File: src/rtl/wb_search_master.sv
// Wishbone master that resets a search unit, polls it until it reports done, reads back the
// energy and 72-bit sequence result, and hands them out over a valid/ready port.
// Optional poll timeout: define WB_SEARCH_TIMEOUT_EN.
module wb_search_master #(
    parameter logic [31:0] BASE_ADR       = 32'h3000_0000,
    parameter int          E_WIDTH        = 16,
    parameter int          POLL_GAP       = 4,
    parameter logic [31:0] TIMEOUT_CYCLES = 32'd65535
) (
    input  logic               wb_clk_i,
    input  logic               wb_rst_ni,
    output logic               wbm_cyc_o,
    output logic               wbm_stb_o,
    output logic               wbm_we_o,
    output logic [3:0]         wbm_sel_o,
    output logic [31:0]        wbm_adr_o,
    output logic [31:0]        wbm_dat_o,
    input  logic [31:0]        wbm_dat_i,
    input  logic               wbm_ack_i,
    input  logic               i_start,
    output logic               o_busy,
    output logic               o_valid,
    input  logic               i_ready,
    output logic [71:0]        o_seq,
    output logic [E_WIDTH-1:0] o_e,
    output logic               o_timeout
);

    if (POLL_GAP < 1 || POLL_GAP > 255) begin : g_bad_poll_gap
        $error("wb_search_master: POLL_GAP must be in 1..255");
    end
    if (TIMEOUT_CYCLES == 32'd0) begin : g_bad_timeout
        $error("wb_search_master: TIMEOUT_CYCLES must be non-zero");
    end

    localparam logic [31:0] OFF_STAT = 32'h00;
    localparam logic [31:0] OFF_CTRL = 32'h04;
    localparam logic [31:0] OFF_E    = 32'h08;
    localparam logic [31:0] OFF_S0   = 32'h10;
    localparam logic [31:0] OFF_S1   = 32'h14;
    localparam logic [31:0] OFF_S2   = 32'h18;
    localparam logic [7:0]  GAP_LOAD = 8'(POLL_GAP - 1);

    typedef enum logic [3:0] {
        IDLE, RST_SET, RST_CLR, POLL, GAP, RD_E, RD_S0, RD_S1, RD_S2, OUT
    } state_t;

    state_t             state_q, state_d;
    logic               cyc_q, cyc_d, stb_q, stb_d, we_q, we_d;
    logic [31:0]        adr_q, adr_d, dat_o_q, dat_o_d;
    logic [71:0]        seq_q, seq_d;
    logic [E_WIDTH-1:0] e_q, e_d;
    logic               valid_q, valid_d, busy_q, busy_d;
    logic [7:0]         gap_q, gap_d;
    logic               tmo_q, tmo_d;
    logic [31:0]        tx_adr, tx_dat;
    logic               tx_we;
`ifdef WB_SEARCH_TIMEOUT_EN
    logic [31:0]        tmo_cnt_q, tmo_cnt_d;
    logic               tmo_hit;
`endif

    // Address/direction/data of the transaction owned by each bus state.
    always_comb begin
        tx_adr = BASE_ADR | OFF_STAT;
        tx_we  = 1'b0;
        tx_dat = 32'h0;
        case (state_q)
            RST_SET: begin tx_adr = BASE_ADR | OFF_CTRL; tx_we = 1'b1; tx_dat = 32'h1; end
            RST_CLR: begin tx_adr = BASE_ADR | OFF_CTRL; tx_we = 1'b1; end
            RD_E:    tx_adr = BASE_ADR | OFF_E;
            RD_S0:   tx_adr = BASE_ADR | OFF_S0;
            RD_S1:   tx_adr = BASE_ADR | OFF_S1;
            RD_S2:   tx_adr = BASE_ADR | OFF_S2;
            default: ;
        endcase
    end

    always_comb begin
        state_d = state_q;
        cyc_d   = cyc_q;
        stb_d   = stb_q;
        we_d    = we_q;
        adr_d   = adr_q;
        dat_o_d = dat_o_q;
        seq_d   = seq_q;
        e_d     = e_q;
        valid_d = valid_q;
        gap_d   = gap_q;
        tmo_d   = 1'b0;
        case (state_q)
            IDLE: if (i_start) state_d = RST_SET;
            GAP: begin
                if (gap_q == 8'd0) state_d = POLL;
                else               gap_d   = gap_q - 8'd1;
            end
            OUT: begin
                if (valid_q && i_ready) begin
                    valid_d = 1'b0;
                    state_d = IDLE;
                end
            end
            default: begin
                // A bus state launches on its first cycle with stb low, which also
                // provides the single idle cycle after the previous ack.
                if (!stb_q) begin
                    cyc_d   = 1'b1;
                    stb_d   = 1'b1;
                    we_d    = tx_we;
                    adr_d   = tx_adr;
                    dat_o_d = tx_dat;
                end else if (wbm_ack_i) begin
                    cyc_d = 1'b0;
                    stb_d = 1'b0;
                    we_d  = 1'b0;
                    case (state_q)
                        RST_SET: state_d = RST_CLR;
                        RST_CLR: state_d = POLL;
                        POLL: begin
                            if (wbm_dat_i[0]) state_d = RD_E;
                            else begin
                                state_d = GAP;
                                gap_d   = GAP_LOAD;
                            end
                        end
                        RD_E: begin
                            e_d     = wbm_dat_i[E_WIDTH-1:0];
                            state_d = RD_S0;
                        end
                        RD_S0: begin
                            seq_d[31:0] = wbm_dat_i;
                            state_d     = RD_S1;
                        end
                        RD_S1: begin
                            seq_d[63:32] = wbm_dat_i;
                            state_d      = RD_S2;
                        end
                        RD_S2: begin
                            seq_d[71:64] = wbm_dat_i[7:0];
                            valid_d      = 1'b1;
                            state_d      = OUT;
                        end
                        default: state_d = IDLE;
                    endcase
                end
            end
        endcase

`ifdef WB_SEARCH_TIMEOUT_EN
        // An open poll is allowed to complete; a done seen on that last poll still wins.
        if (tmo_hit && (state_q == POLL || state_q == GAP)) begin
            if (!stb_q) begin
                state_d = IDLE;
                cyc_d   = 1'b0;
                stb_d   = 1'b0;
                we_d    = 1'b0;
                tmo_d   = 1'b1;
            end else if (wbm_ack_i && !wbm_dat_i[0]) begin
                state_d = IDLE;
                tmo_d   = 1'b1;
            end
        end
`endif
        busy_d = (state_d != IDLE);
    end

`ifdef WB_SEARCH_TIMEOUT_EN
    assign tmo_hit = (tmo_cnt_q >= TIMEOUT_CYCLES - 32'd1);

    always_comb begin
        tmo_cnt_d = 32'd0;
        if (state_q == POLL || state_q == GAP)
            tmo_cnt_d = tmo_hit ? tmo_cnt_q : tmo_cnt_q + 32'd1;
    end

    always_ff @(posedge wb_clk_i or negedge wb_rst_ni) begin
        if (!wb_rst_ni) tmo_cnt_q <= 32'd0;
        else            tmo_cnt_q <= tmo_cnt_d;
    end
`endif

    always_ff @(posedge wb_clk_i or negedge wb_rst_ni) begin
        if (!wb_rst_ni) begin
            state_q <= IDLE;
            cyc_q   <= 1'b0;
            stb_q   <= 1'b0;
            we_q    <= 1'b0;
            adr_q   <= 32'h0;
            dat_o_q <= 32'h0;
            seq_q   <= 72'h0;
            e_q     <= '0;
            valid_q <= 1'b0;
            busy_q  <= 1'b0;
            gap_q   <= 8'd0;
            tmo_q   <= 1'b0;
        end else begin
            state_q <= state_d;
            cyc_q   <= cyc_d;
            stb_q   <= stb_d;
            we_q    <= we_d;
            adr_q   <= adr_d;
            dat_o_q <= dat_o_d;
            seq_q   <= seq_d;
            e_q     <= e_d;
            valid_q <= valid_d;
            busy_q  <= busy_d;
            gap_q   <= gap_d;
            tmo_q   <= tmo_d;
        end
    end

    assign wbm_cyc_o = cyc_q;
    assign wbm_stb_o = stb_q;
    assign wbm_we_o  = we_q;
    assign wbm_sel_o = 4'hF;
    assign wbm_adr_o = adr_q;
    assign wbm_dat_o = dat_o_q;
    assign o_busy    = busy_q;
    assign o_valid   = valid_q;
    assign o_seq     = seq_q;
    assign o_e       = e_q;
`ifdef WB_SEARCH_TIMEOUT_EN
    assign o_timeout = tmo_q;
`else
    assign o_timeout = 1'b0;
`endif

endmodule

File: config.mk
export PLATFORM = sky130hd
export DESIGN_NAME = wb_search_master
export DESIGN_NICKNAME = d
export VERILOG_FILES = /design/src/rtl/wb_search_master.sv
export SDC_FILE = /design/constraint.sdc
export NUM_CORES = 1
export LEC_CHECK = 0
export ABC_AREA = 1
export ABC_CLOCK_PERIOD_IN_PS = 2100
export BUFFER_PORTS_ARGS = -buffer_cell sky130_fd_sc_hd__buf_2
export CAP_MARGIN = 15
export CORE_MARGIN = 8
export CORE_UTILIZATION = 52
export CTS_CLUSTER_SIZE = 25
export DETAILED_ROUTE_END_ITERATION = 10
export HOLD_SLACK_MARGIN = 0.02
export PLACE_DENSITY = 0.83
export SLEW_MARGIN = 30
export SYNTH_ARGS = -nofsm -noshare
export SYNTH_HDL_FRONTEND = slang
export SYNTH_SLANG_ARGS = --single-unit
File: constraint.sdc
create_clock -name wb_clk_i -period 2.1 [get_ports wb_clk_i]
set_input_delay 0.105 -clock wb_clk_i [delete_from_list [all_inputs] [get_ports wb_clk_i]]
set_output_delay 0.105 -clock wb_clk_i [all_outputs]
set_load 0.01 [all_outputs]
==> impl_metrics.csv <==
group,metric,value,unit
cts,cts_tree,"yes",
sta,skew,0.008950,ns
placed_design,dp_hpwl,9099,um
final_layout,synthToLayoutAreaGrowth,20.21,%
final_layout,fillers,786,
sta,slew_viol_final,0,
routing,ant_nets,0,
sta,period_minus_slack,1.590,ns
power,ir_drop,650.6,uV
synth,ys_seq_area_share,54.97,%
worst_setup_path,crit_fanout,10,
placed_design,routabilityCongestion,0.8744,
global_route,grt_max_degree,65,
placed_design,dp.cells,813,
power,p_sw_share,39.06,%
final_layout,drive_above_1_share,25.66,%
synth,synth_compound_area_share,11.04,%
cts,cts_setup_buffers,0,
power,p_int,4.241,mW
worst_setup_path,critPathRequiredTime,2.37,ns
power,p_clk_share,16.3,%
cts,path_clk_slew,0.10,ns
synth,netlist_area,5007,um2
worst_setup_path,end_kind,"flop",
synth,ys_types,27,
power,p_leak,3.418,nW
sta,setup_viol,0,
synth,synth_top_family_by_area,"simple AND/OR/NAND/NOR gates",
floorplan,start_util,52.44,%
synth,synth_fa_ha_area_share,0.4998,%
worst_setup_path,ff2ff_path_depth,9,
global_route,grt.overflow.total,0,
sta,tns,0,ns
synth,yosys.area_share.simple,17.02,%
routing,wl_per_cell,14.74,um
placed_design,io_buffers,135,
cts,htree_levels,3,
power,powerDensity,1156,nW/um2
worst_setup_path,start_kind,"flop",
worst_setup_path,rr_endpoint,"gap_q[3]",
floorplan,coreArea,9549,um2
routing,routed_via_density,4.732,
power,pwr-share-comb,37.7,%
cts,cts_root_buf,"clkbuf_8",
run,max_cap_viol_count,0,
worst_setup_path,critPathCapture,"gap_q[3]",
power,seq_power_share,45.9,%
routing,wl_met2,6046,um
final_layout,mostFrequentLayoutCells,"nand2_1, buf_2, dfrtp_1",
worst_hold_path,hold_path_class,"in -> reg",
cts,clock_sinks,110,
sta,fin_crit_sh,75.72,%
sta,finalHoldViolations,0,
placed_design,pre_cts_ws,0.5126,ns
synth,synthXorXnorAreaFrac,1.049,%
routing,vias,4041,
worst_setup_path,r2r-start,"gap_q[0]",
worst_setup_path,crit_type,"reg -> reg",
cts,clk-insertion-delay-late,0.37,ns
final_layout,final_nets,755,
routing,dr.pass1.iters,7,
worst_setup_path,crit_start,"gap_q[0]",
floorplan,fp.dieH,114.1,um
final_layout,antenna_cells,0,
routing,first_iter_violations,209,
routing,drc_errors,0,
floorplan,dieArea,13030,um2
cts,cts_buffer_depth,2,
floorplan,io_pins,199,
run_status,status,"finished clean",
routing,wl_met3,1261,um
global_route,grt_pass1_vias,4168,
final_layout,final_common_cell,"nand2_1",
power,power_switching,2.718,mW
sta,fin_ws,0.5098,ns
floorplan,row_count,36,
routing,wl,12590,um
floorplan,die_x,114.1,um
cts,numCtsBuffers,9,
worst_setup_path,rrSetupSlack,0.51,ns
synth,yosys_warnings,0,
global_route,antenna_found_initial,0,
global_route,grt_pass1_wl,20320,um
global_route,grt_use_total,19.59,%
synth,syn_avg_cell_area,8.974,um2
worst_setup_path,critPathArrivalTime,1.86,ns
sta,max_clock_freq,628.8,MHz
final_layout,stdcell_count,854,
routing,routed.top_layer,"met4",
synth,synthMuxAreaShare,0,%
synth,syn_inst,558,
synth,synth-seq-cells,110,
sta,rsz0062_at_grt,"false",
routing,wl_met1,4988,um
[registers in the layout, indices dropped and copies added, names as in the netlist]
signal	flops
wbm_we_o	1
o_busy	1
wbm_adr_o	4
gap_q	8
wbm_dat_o	1
o_seq	72
o_e	16
wbm_stb_o	1
wbm_cyc_o	1
o_valid	1
state_q	4
[per-stage QoR]
stage / power, mW / cell area [um2] / util, % / hold WS (ns)
finish: 6.958 / 6020 / 63.04 / 0.04352
global route: 7.468 / 6020 / 63.04 / 0.04561
CTS: 6.993 / 6020 / 63.04 / 0.02333
detailed placement: 5.819 / 5603 / 58.67 / 0.05985
global placement: 5.709 / 5603 / 58.67 / 0.05283
floorplan: 4.818 / 5236 / - / -0.1906
[worst min-delay path by stage]
stage	end	from	cells after the start	slack [ns]
after floorplan	gap_q[0]	wb_rst_ni	0	-0.19
after global placement	o_seq[10]	wb_rst_ni	1	0.05
after detailed placement	o_seq[8]	wb_rst_ni	1	0.06
after CTS	o_seq[70]	wbm_dat_i[6]	3	0.02
after global routing	o_seq[69]	wbm_dat_i[5]	3	0.05
final	o_seq[70]	wbm_dat_i[6]	3	0.04
[logic make-up (layout without fill, tap and decap cells)]
kind of cell,Yosys count,after routing
flip-flops,110,110
buffers and inverters,134,236
other,2,63
AND/OR/NAND/NOR,200,200
XOR/XNOR,6,6
adder cells (fa/ha/maj),2,2
AO/OA/AOI/OAI,104,104
[worst max-delay path: stages (launching register included)]
cell      delay [ns]
dfrtp_1         0.41
inv_1           0.12
ha_1            0.16
nand3_1         0.14
o21ai_4         0.22
nand2_2         0.10
nand2_4         0.13
clkinv_2        0.10
nand2_1         0.07
nand2_1         0.04
[Yosys cell counts, drive strengths merged]
cell type  instances  area share, %
xor2               6            1.0
dfrtp            110             55
inv               53            4.0
o21a               1           0.15
nand3             12            1.2
clkinv             1           0.10
nand4              5           0.62
or2                1           0.13
o22ai              1           0.13
a22oi              1           0.15
nor2              34            3.2
o21ai            100             10
a21oi              1           0.32
ha                 2           0.50
buf               80             11
conb               2           0.15
nand2            148             12
[timing repair]
action,4_1_cts,5_1_grt
endpoints found under the hold margin,83,0
gates resized for setup,0,0
hold buffers,25,0
[power groups by stage]
stage	Sequential, mW	Combinational [mW]	Clock (mW)
2_1_floorplan	3.49	1.33	0
3_3_place_gp	3.20	2.51	0
3_5_place_dp	3.22	2.60	0
4_1_cts	3.19	2.64	1.16
5_1_grt	3.28	2.94	1.25
6_report	3.19	2.63	1.14
[cell type report]
cell class              count  area, um2  area share [%]
clock buffers              10      127.6           2.120
clock inverters             6      38.79          0.6444
inverters                  54      203.9           3.388
multi-input cells         375       1719           28.56
flip-flops and latches    110       2753           45.73
well taps                 133      166.4           2.765
repair buffers            166       1011           16.79
[layer usage]
metal  vias to the layer above  track usage, %
li1                       1948               -
met1                      1911           22.17
met2                       158           33.12
met3                        24           6.698
met4                         0           8.163
met5                         -               0
(Power assumes the default switching activity.)
